$ cat config.mk
export PLATFORM = sky130hd
export DESIGN_NAME = biu_arb
export DESIGN_NICKNAME = d
export VERILOG_FILES = /design/src/rtl/biu_pkg.sv /design/src/rtl/biu_beat_cnt.sv /design/src/rtl/biu_arb.sv
export SDC_FILE = /design/constraint.sdc
export NUM_CORES = 1
export LEC_CHECK = 0
export BUFFER_PORTS_ARGS = -buffer_cell sky130_fd_sc_hd__buf_2
export CAP_MARGIN = 20
export CORE_MARGIN = 5
export CORE_UTILIZATION = 38
export CTS_CLUSTER_SIZE = 14
export DETAILED_ROUTE_END_ITERATION = 7
export PLACE_DENSITY = 0.83
export SLEW_MARGIN = 20
export SYNTH_ARGS = -nofsm -noshare
export SYNTH_HDL_FRONTEND = slang
export SYNTH_SLANG_ARGS = --single-unit
$ cat constraint.sdc
create_clock -name clk -period 2.1 [get_ports clk]
set_input_delay 0.105 -clock clk [delete_from_list [all_inputs] [get_ports clk]]
set_output_delay 0.105 -clock clk [all_outputs]
set_load 0.01 [all_outputs]
$ cat src/rtl/biu_pkg.sv
// Shared encodings for the bus interface unit arbiter: transfer sizes,
// ack codes, arbiter state and transfer owner.
package biu_pkg;

  localparam logic [1:0] SZ_BYTE  = 2'b00;
  localparam logic [1:0] SZ_HALF  = 2'b01;
  localparam logic [1:0] SZ_WORD  = 2'b10;
  localparam logic [1:0] SZ_BURST = 2'b11;

  localparam logic [1:0] ACK_NONE = 2'b00;
  localparam logic [1:0] ACK_DATA = 2'b01;
  localparam logic [1:0] ACK_ERR  = 2'b10;

  typedef enum logic [1:0] {
    ST_IDLE,
    ST_ADDR,
    ST_XFER
  } state_e;

  typedef enum logic {
    OWN_ICU,
    OWN_DCU
  } owner_e;

endpackage

$ cat src/rtl/biu_beat_cnt.sv
// Beats-remaining counter: loaded at the start of the data phase and
// decremented on each data ack. Flags the last beat and an empty count.
module biu_beat_cnt #(
  parameter int CNT_W = 3
) (
  input  logic             clk,
  input  logic             reset,
  input  logic             load_i,
  input  logic [CNT_W-1:0] load_val_i,
  input  logic             dec_i,
  output logic             zero_o,
  output logic             last_o
);

  logic [CNT_W-1:0] cnt_q, cnt_d;

  // Next count: load wins over decrement; decrement never wraps below zero.
  always_comb begin
    // NOTE: every always_comb output gets a default first, so no path can leave it unassigned and infer a latch.
    cnt_d = cnt_q;
    if (load_i) begin
      cnt_d = load_val_i;
    end else if (dec_i && (cnt_q != '0)) begin
      cnt_d = cnt_q - 1'b1;
    end
  end

  // Count register.
  always_ff @(posedge clk or posedge reset) begin
    // NOTE: sequential state uses non-blocking assignments so every register samples pre-edge values.
    if (reset) cnt_q <= '0;
    else       cnt_q <= cnt_d;
  end

  assign zero_o = (cnt_q == '0);
  assign last_o = (cnt_q == CNT_W'(1));

endmodule

$ cat src/rtl/biu_arb.sv
// Arbiter and transfer sequencer for the shared external memory port.
// Grants ICU or DCU, issues one address phase, counts data beats and routes
// acks and read data back to the owner until the final (or error) ack.
module biu_arb
  import biu_pkg::*;
#(
  parameter int STARVE_LIMIT = 4,
  parameter int BURST_BEATS  = 4,
  parameter int CNT_W        = 3
) (
  input  logic        clk,
  input  logic        reset,
  input  logic        icu_req,
  input  logic [31:0] icu_biu_addr,
  input  logic [3:0]  icu_type,
  input  logic [1:0]  icu_size,
  output logic [1:0]  biu_icu_ack,
  input  logic        dcu_req,
  input  logic [31:0] dcu_addr,
  input  logic [3:0]  dcu_type,
  input  logic [1:0]  dcu_size,
  input  logic [31:0] dcu_wdata,
  output logic [1:0]  biu_dcu_ack,
  output logic [31:0] biu_data,
  output logic        pj_tv,
  output logic [31:0] pj_addr,
  output logic [3:0]  pj_type,
  output logic [1:0]  pj_size,
  output logic [31:0] pj_data_out,
  input  logic [31:0] pj_data_in,
  input  logic [1:0]  pj_ack,
  output logic        arb_busy
);

  localparam logic [CNT_W-1:0] STARVE_MAX = CNT_W'(STARVE_LIMIT);
  localparam logic [CNT_W-1:0] BURST_LOAD = CNT_W'(BURST_BEATS);

  state_e           state_q, state_d;
  owner_e           owner_q, owner_d;
  logic [31:0]      addr_q;
  logic [3:0]       type_q;
  logic [1:0]       size_q;
  logic [CNT_W-1:0] starve_q, starve_d;
  logic             grant;
  logic             beat_load, beat_dec, beat_zero, beat_last;
  logic [1:0]       ack_fwd;

  // Next-state, arbitration and starvation bookkeeping.
  always_comb begin
    state_d   = state_q;
    owner_d   = owner_q;
    starve_d  = starve_q;
    grant     = 1'b0;
    beat_load = 1'b0;
    beat_dec  = 1'b0;
    unique case (state_q)
      ST_IDLE: begin
        if (icu_req || dcu_req) begin
          grant   = 1'b1;
          state_d = ST_ADDR;
          // DCU wins ties unless the ICU has been passed over STARVE_LIMIT times.
          if (dcu_req && !(icu_req && (starve_q == STARVE_MAX))) begin
            owner_d  = OWN_DCU;
            starve_d = !icu_req ? '0 :
                       (starve_q == STARVE_MAX) ? starve_q : starve_q + 1'b1;
          end else begin
            owner_d  = OWN_ICU;
            starve_d = '0;
          end
        end
      end
      ST_ADDR: begin
        state_d   = ST_XFER;
        beat_load = 1'b1;
      end
      ST_XFER: begin
        if (pj_ack == ACK_ERR) begin
          state_d = ST_IDLE;
        end else if (pj_ack == ACK_DATA) begin
          beat_dec = 1'b1;
          if (beat_last) state_d = ST_IDLE;
        end else if (beat_zero) begin
          // Defensive: an empty count in XFER can only mean a lost load.
          state_d = ST_IDLE;
        end
      end
      default: state_d = ST_IDLE;
    endcase
  end

  // State, owner and starvation registers.
  always_ff @(posedge clk or posedge reset) begin
    if (reset) begin
      state_q  <= ST_IDLE;
      owner_q  <= OWN_ICU;
      starve_q <= '0;
    end else begin
      state_q  <= state_d;
      owner_q  <= owner_d;
      starve_q <= starve_d;
    end
  end

  // Winner's request bundle, captured only at grant and held for the transfer.
  always_ff @(posedge clk or posedge reset) begin
    // NOTE: these are ordinary control registers, so they get an async reset; reset must zero the pin outputs.
    if (reset) begin
      addr_q <= '0;
      type_q <= '0;
      size_q <= '0;
    end else if (grant) begin
      addr_q <= (owner_d == OWN_DCU) ? dcu_addr : icu_biu_addr;
      type_q <= (owner_d == OWN_DCU) ? dcu_type : icu_type;
      size_q <= (owner_d == OWN_DCU) ? dcu_size : icu_size;
    end
  end

  biu_beat_cnt #(
    .CNT_W (CNT_W)
  ) u_beat_cnt (
    .clk        (clk),
    .reset      (reset),
    .load_i     (beat_load),
    .load_val_i ((size_q == SZ_BURST) ? BURST_LOAD : CNT_W'(1)),
    .dec_i      (beat_dec),
    .zero_o     (beat_zero),
    .last_o     (beat_last)
  );

  // Memory acks are only meaningful during the data phase.
  assign ack_fwd = ((state_q == ST_XFER) && ((pj_ack == ACK_DATA) || (pj_ack == ACK_ERR)))
                   ? pj_ack : ACK_NONE;

  assign biu_icu_ack = (owner_q == OWN_ICU) ? ack_fwd : ACK_NONE;
  assign biu_dcu_ack = (owner_q == OWN_DCU) ? ack_fwd : ACK_NONE;
  assign biu_data    = (ack_fwd == ACK_DATA) ? pj_data_in : '0;

  assign pj_tv    = (state_q == ST_ADDR);
  assign pj_addr  = addr_q;
  assign pj_type  = type_q;
  assign pj_size  = size_q;
  assign arb_busy = (state_q != ST_IDLE);

  assign pj_data_out = (arb_busy && (owner_q == OWN_DCU) && type_q[0]) ? dcu_wdata : '0;

endmodule

# --- Word-level counts from Yosys, hierarchy flattened ---
# Cells that the tools add are included.
# W data, S select, Z words.
word_totals:
  reg_bits: 47
  inputBits: 146
  out_inout_bits: 108
  word_cells: 66
op_classes:
  add_sub_neg: 2
  n_eq_ne: 12
  n_mux: 29
  reduce_logical: 16
op_table:
  columns: ["cell", "count"]
  rows:
  - ["$mux W32", 3]
  - ["$mux W2", 9]
  - ["$mux W3", 6]
  - ["$mux W1", 9]
  - ["$ne A4 B4 Y1 const B", 2]
  - ["$eq A2 B1 Y1 const B", 3]
  - ["$eq A2 B2 Y1 const B", 3]
  - ["$logic_and A1 B1 Y1", 6]
  - ["$pmux W2 S3", 1]
  - ["$reduce_and A3 Y1", 2]
  - ["$mux W4", 1]
  - ["$reduce_bool A2 Y1", 2]
  - ["$add A3 B1 Y3 const B", 1]
  - ["$eq A3 B1 Y1 const B", 1]
  - ["$eq A3 B3 Y1 const B", 1]
  - ["$logic_not A3 Y1", 1]
  - ["$ne A3 B3 Y1 const B", 1]
  - ["$reduce_bool A3 Y1", 1]
  - ["$sub A3 B1 Y3 const B", 1]
  - ["$logic_not A2 Y1", 1]
  - ["$logic_or A1 B1 Y1", 2]
  - ["$ne A2 B2 Y1 const B", 1]
  - ["$logic_not A1 Y1", 1]

# --- Depth between registers and ports, before layout ---
depth:
  ltp_word: 8
  depth_mapped: 8
  depth_no_buf: 5

# --- Modules after synthesis ---
# Synthesis repeated with hierarchy kept, for this count alone.
unflattened:
  hier_cells: 367
  hier_area_um2: 3231.8
by_module_without_submodules:
  columns: ["mod", "instances", "cells_per_inst", "area_each_um2", "seq_area_each_um2"]
  rows:
  - ["biu_arb", 1, 341, 3002.9, 1101.1]
  - ["biu_beat_cnt", 1, 26, 229.0, 75.1]

# --- Worst setup path after synthesis ---
# Ideal clock, no wire load.
synth_path:
  path_kind: "register to register"
  from: "register starve_q[0]"
  to: "register addr_q[0], in the netlist pj_addr[0]"
  setup_ps: 123
  arrival_ps: 1418
  slack_ps: 559
  path_stages_with_launch: 9
  n_path_buf: 3
  synth_period_minus_slack_ps: 1541
  path_cell_list: "dfrtp_1 > inv_1 > ha_1 > and3_1 > clkbuf_1 > buf_2 > buf_4 > nor3_2 > o2bb2ai_1"
synth_via:
  elab_chain_cells: 8
synth_lines:
  columns: ["item", "line_no", "rtl"]
  rows:
  - ["start: declaration", "biu_arb.sv:43", "logic [CNT_W-1:0] starve_q, starve_d;"]
  - ["start signal: assignment", "biu_arb.sv:100", "starve_q <= starve_d;"]
  - ["$eq A3 B3 Y1", "biu_arb.sv:62", "if (dcu_req && !(icu_req && (starve_q == STARVE_MAX))) begin"]
  - ["$logic_and A1 B1 Y1", "biu_arb.sv:62", null]
  - ["$logic_not A1 Y1", "biu_arb.sv:62", null]
  - ["$logic_and A1 B1 Y1", "biu_arb.sv:62", null]
  - ["$mux W1", "biu_arb.sv:62", null]
  - ["$mux W1", "biu_arb.sv:58", "if (icu_req || dcu_req) begin"]
  - ["$mux W1", "biu_arb.sv:56", "unique case (state_q)"]
  - ["$mux W32", "biu_arb.sv:112", "addr_q <= (owner_d == OWN_DCU) ? dcu_addr : icu_biu_addr;"]
  - ["end signal: assignment", "biu_arb.sv:112", null]
  - ["end: declaration", "biu_arb.sv:40", "logic [31:0] addr_q;"]
# Every way passes these cells.
# A chain may end at the register's enable or synchronous reset.

# --- Final worst setup path ---
layout_path:
  from: "register state_q[0]"
  to: "output port biu_data[19]"
layout_via:
  elab_chain_cells: 5
layout_lines:
  columns: ["item", "line_no", "rtl"]
  rows:
  - ["start: declaration", "biu_arb.sv:38", "state_e state_q, state_d;"]
  - ["start signal: assignment", "biu_arb.sv:98", "state_q <= state_d;"]
  - ["$eq A2 B2 Y1", "biu_arb.sv:131", "assign ack_fwd = ((state_q == ST_XFER) && ((pj_ack == ACK_DATA) || (pj_ack == ACK_ERR)))"]
  - ["$logic_and A1 B1 Y1", "biu_arb.sv:131", null]
  - ["$mux W2", "biu_arb.sv:132", "? pj_ack : ACK_NONE;"]
  - ["$eq A2 B1 Y1", "biu_arb.sv:136", "assign biu_data = (ack_fwd == ACK_DATA) ? pj_data_in : '0;"]
  - ["$mux W32", "biu_arb.sv:136", null]
  - ["end: declaration", "biu_arb.sv:24", "output logic [31:0] biu_data,"]
# Every way passes these cells.

==> key figures <==
Yosys
  – Synth top cells by count: 64 x and2_1, 47 x dfrtp_1, 38 x a21o_1, 38 x o211ai_1, 37 x o2bb2ai_1
  – Largest family of logic cells by synthesized area: compound AO/OA/AOI/OAI gates
  – Post-Synth Simple-Gate Area: approximately 25%
  – Gate Count Post-Synth: 363
  – Avg Synthesized Cell Area: ~9 µm²
  – Cell with the most instances after synthesis: and2_1
  – Cell taking the most area after synthesis: dfrtp_1
  – Synth top area cells: dfrtp_1 36%, and2_1 12%, o2bb2ai_1 9.8%, a21o_1 8.6%, o211ai_1 8.6%
  – Ys Warns: 0
  – Synth Net Count: ~520
  – XOR/XNOR Fraction of Synth Area: 0%
  – Mux contribution to synthesized area: 0.3031%
  – Synthesized cell area: 0.003302 mm²
  – Synthesized flop and latch total: 47
  – Synth Area in Adders: between 2 and 3%
  – Synth Area in Compound Gates: 30.05%
  – Async SR Flop Fraction: 100.0%
  – Yosys cell types: 38
  – Post-synth EDFFs: 0
  – Register area share after synthesis: a little over a third
  – Synth top area share: 35.62%
  – Top FF cell, synth: dfrtp_1

Timing
  – RSZ-0062 raised after global routing: false
  – Hold Violations, Final: 0
  – FMAX: 527.9 MHz
  – Slew Viols, Final: 0
  – Setup violations, final: 0
  – Min cycle time layout: about 1.9 ns
  – Setup TNS: 0 ns
  – Max-slew headroom: 53.52%
  – Final Cycle Share: 90.20%
  – Skew final: 0.008761 ns
  – Measured slew at the worst slew-check pin: 0.6955 ns

Critical path
  – Crit-path max FO: 32
  – Nature of the critical path startpoint: flip-flop
  – CP Data Required Time: 2.00 ns
  – CP Data Arrival Time: 1.79 ns
  – CP Class: reg2out
  – Crit path capture type: output pin

Clocking
  – Max Root-Sink Buffers: 2
  – CTS tree: built
  – Worst skew pair latency: between 0.2 and 0.3 ns
  – H-tree depth: 2
  – Clk sinks: 47
  – CTS Buf Count: 5
  – Root Buffer Master: clkbuf_8
  – CTS clock-pin slew for the worst setup and hold paths: 0.09 ns

Global routing
  – Largest net degree at the start of global routing: 43
  – Vias in the first global route: 3891
  – Initial antenna violation count: 0
  – Remaining Overflow, GRT: 0
  – First-pass GRT wire length: 18950 µm
  – GRT Total Usage: 22.36%

Finish
  – P&R area growth vs syn: 43.58%
  – Final Non-Filler Cells: 709
  – Filler Cell Count: about 800
  – FF/Latch Area: 0.001176 mm²
  – Layout cells sized above 1: 48.75%
  – Multi-input logic area: 0.001912 mm²
  – Final #Nets: 754
  – N_diodes: 0

Place
  – DP HPWL: 9857 µm
  – Routability cong.: 1.047
  – PortBufs: 253
  – Placed cells: 701

Status
  – Outcome: completed

Drt
  – Vias per cell: 5.341
  – Wire length on met2: 6311 µm
  – ANT nets after route: 0
  – DRT met1 WL: 4466 µm
  – Pre-Repair DR Iteration Count: 4
  – Wire per inst: between 15 and 20 µm
  – Overall routed net length: 12370 µm
  – Routed vias: about 3.8k
  – Drt drc: 0
  – Met3 routed WL: about 1300 µm
  – 1st-iter DRT viols: between 150 and 200
  – DR top layer: met4

Power and ir drop
  – Pwr dens: between 1000 and 1500 mW/mm²
  – Peak VDD IR: approximately 0.00044 V
  – Leak pwr: 0.002593 µW

Die
  – Die X: 103.2 µm
  – Die height: 103.2 µm
  – CORE AREA: 0.008593 mm²
  – Full die area: about 0.011 mm²
  – FP Rows: 34
  – Number of I/O pins: 254
  – Initial cell density of the core: about two fifths

Min path
  – Worst Hold Class: in2reg

Job
  – Max cap viols: 0
## cell families (layout without fill, tap and decap cells)
kind of cell	count (synthesis)	in the layout
adders and majority gates	7	7
DFF	47	47
and+or+nand+nor	133	133
AOI/OAI and AO/OA	126	126
buffers and inverters	49	287
muxes	1	1
## final timing paths
path	from	to	slack [ns]	cells after the start
setup / recovery	state_q[0]$_DFFE_PP0P_	biu_data[19]	0.21	5
hold / removal	dcu_addr[9]	pj_addr[9]$_DFFE_PP0P_	0.09	3
setup reg to reg	state_q[0]$_DFFE_PP0P_	pj_addr[11]$_DFFE_PP0P_	0.35	4
hold reg to reg	pj_addr[4]$_DFFE_PP0P_	pj_addr[4]$_DFFE_PP0P_	0.49	1
max in group asynchronous	reset	state_q[0]$_DFFE_PP0P_	1.19	4
min in group asynchronous	reset	starve_q[2]$_DFFE_PP0P_	0.32	3
## through the flow
| stage | utilization, % | worst slack (ns) | instance area [µm²] | hold slack [ns] | total power [µW] |
|---|---|---|---|---|---|
| after detailed placement | 54.02 | 0.3052 | 4642 | 0.09545 | 4555 |
| after global placement | 54.02 | 0.3389 | 4642 | 0.09643 | 4430 |
| after global routing | 55.17 | 0.05738 | 4741 | 0.07537 | 5483 |
| final | 55.17 | 0.2058 | 4741 | 0.08535 | 5066 |
| after floorplan | - | 0.5592 | 3302 | 0.2761 | 3431 |
| after CTS | 55.15 | 0.004160 | 4740 | 0.07286 | 5128 |
## state kept, by name (all words and copies together) (netlist names), named ones only
name and cells:
pj_addr 32, pj_size 2, starve_q 3, state_q 2, pj_type 4, u_beat_cnt.cnt_q 3
## where the power goes
part / total [µW] / leakage, µW / switching, µW / internal (µW)
Sequential: 1700 / 0.000559 / 329 / 1370
Combinational: 2810 / 0.00199 / 1560 / 1260
Clock: 553 / 0.0000470 / 294 / 259
Total: 5070 / 0.00259 / 2180 / 2890
## placed cells by master (no fill, tap or decap), types with 3 or more instances in the layout
master     instances
buf_2            253
and2_1            64
dfrtp_1           47
a21o_1            38
o211ai_1          38
o2bb2ai_1         37
nor3_1            27
buf_4             15
nor3_2            10
inv_1             10
nor2_1             7
ha_1               7
clkbuf_8           6
nand2_1            5
nand3_1            3
o21ai_0            3
nor2b_1            3
## layer usage
| layer | up-vias | track usage (%) |
|---|---|---|
| li1 | 1796 | - |
| met1 | 1784 | 25.45 |
| met2 | 183 | 39.86 |
| met3 | 24 | 6.506 |
| met4 | 0 | 7.869 |
| met5 | - | 0 |
## worst max-delay path, stage by stage, from the launching register on
cell and delay, ns:
dfrtp_1 0.50, nand4bb_1 0.30, nor2_1 0.14, buf_4 0.24, and2_1 0.17, buf_2 0.13
## final cells by class
type	instances	share of cell area [%]
clock buffer	6	1.742
clock inverter	1	0.1056
inverter	11	0.8709
multi-input combinational	267	40.33
sequential	47	24.81
tap	108	2.850
timing repair buffer	269	29.30
## timing repair
item                                    CTS  global route
hold endpoints to repair                 14             0
endpoints found under the setup margin    0            32
hold buffers                              1             0
buffers inserted                          0             0
resized for setup                         0             1
Note: power is estimated with default switching activity, not from simulation.
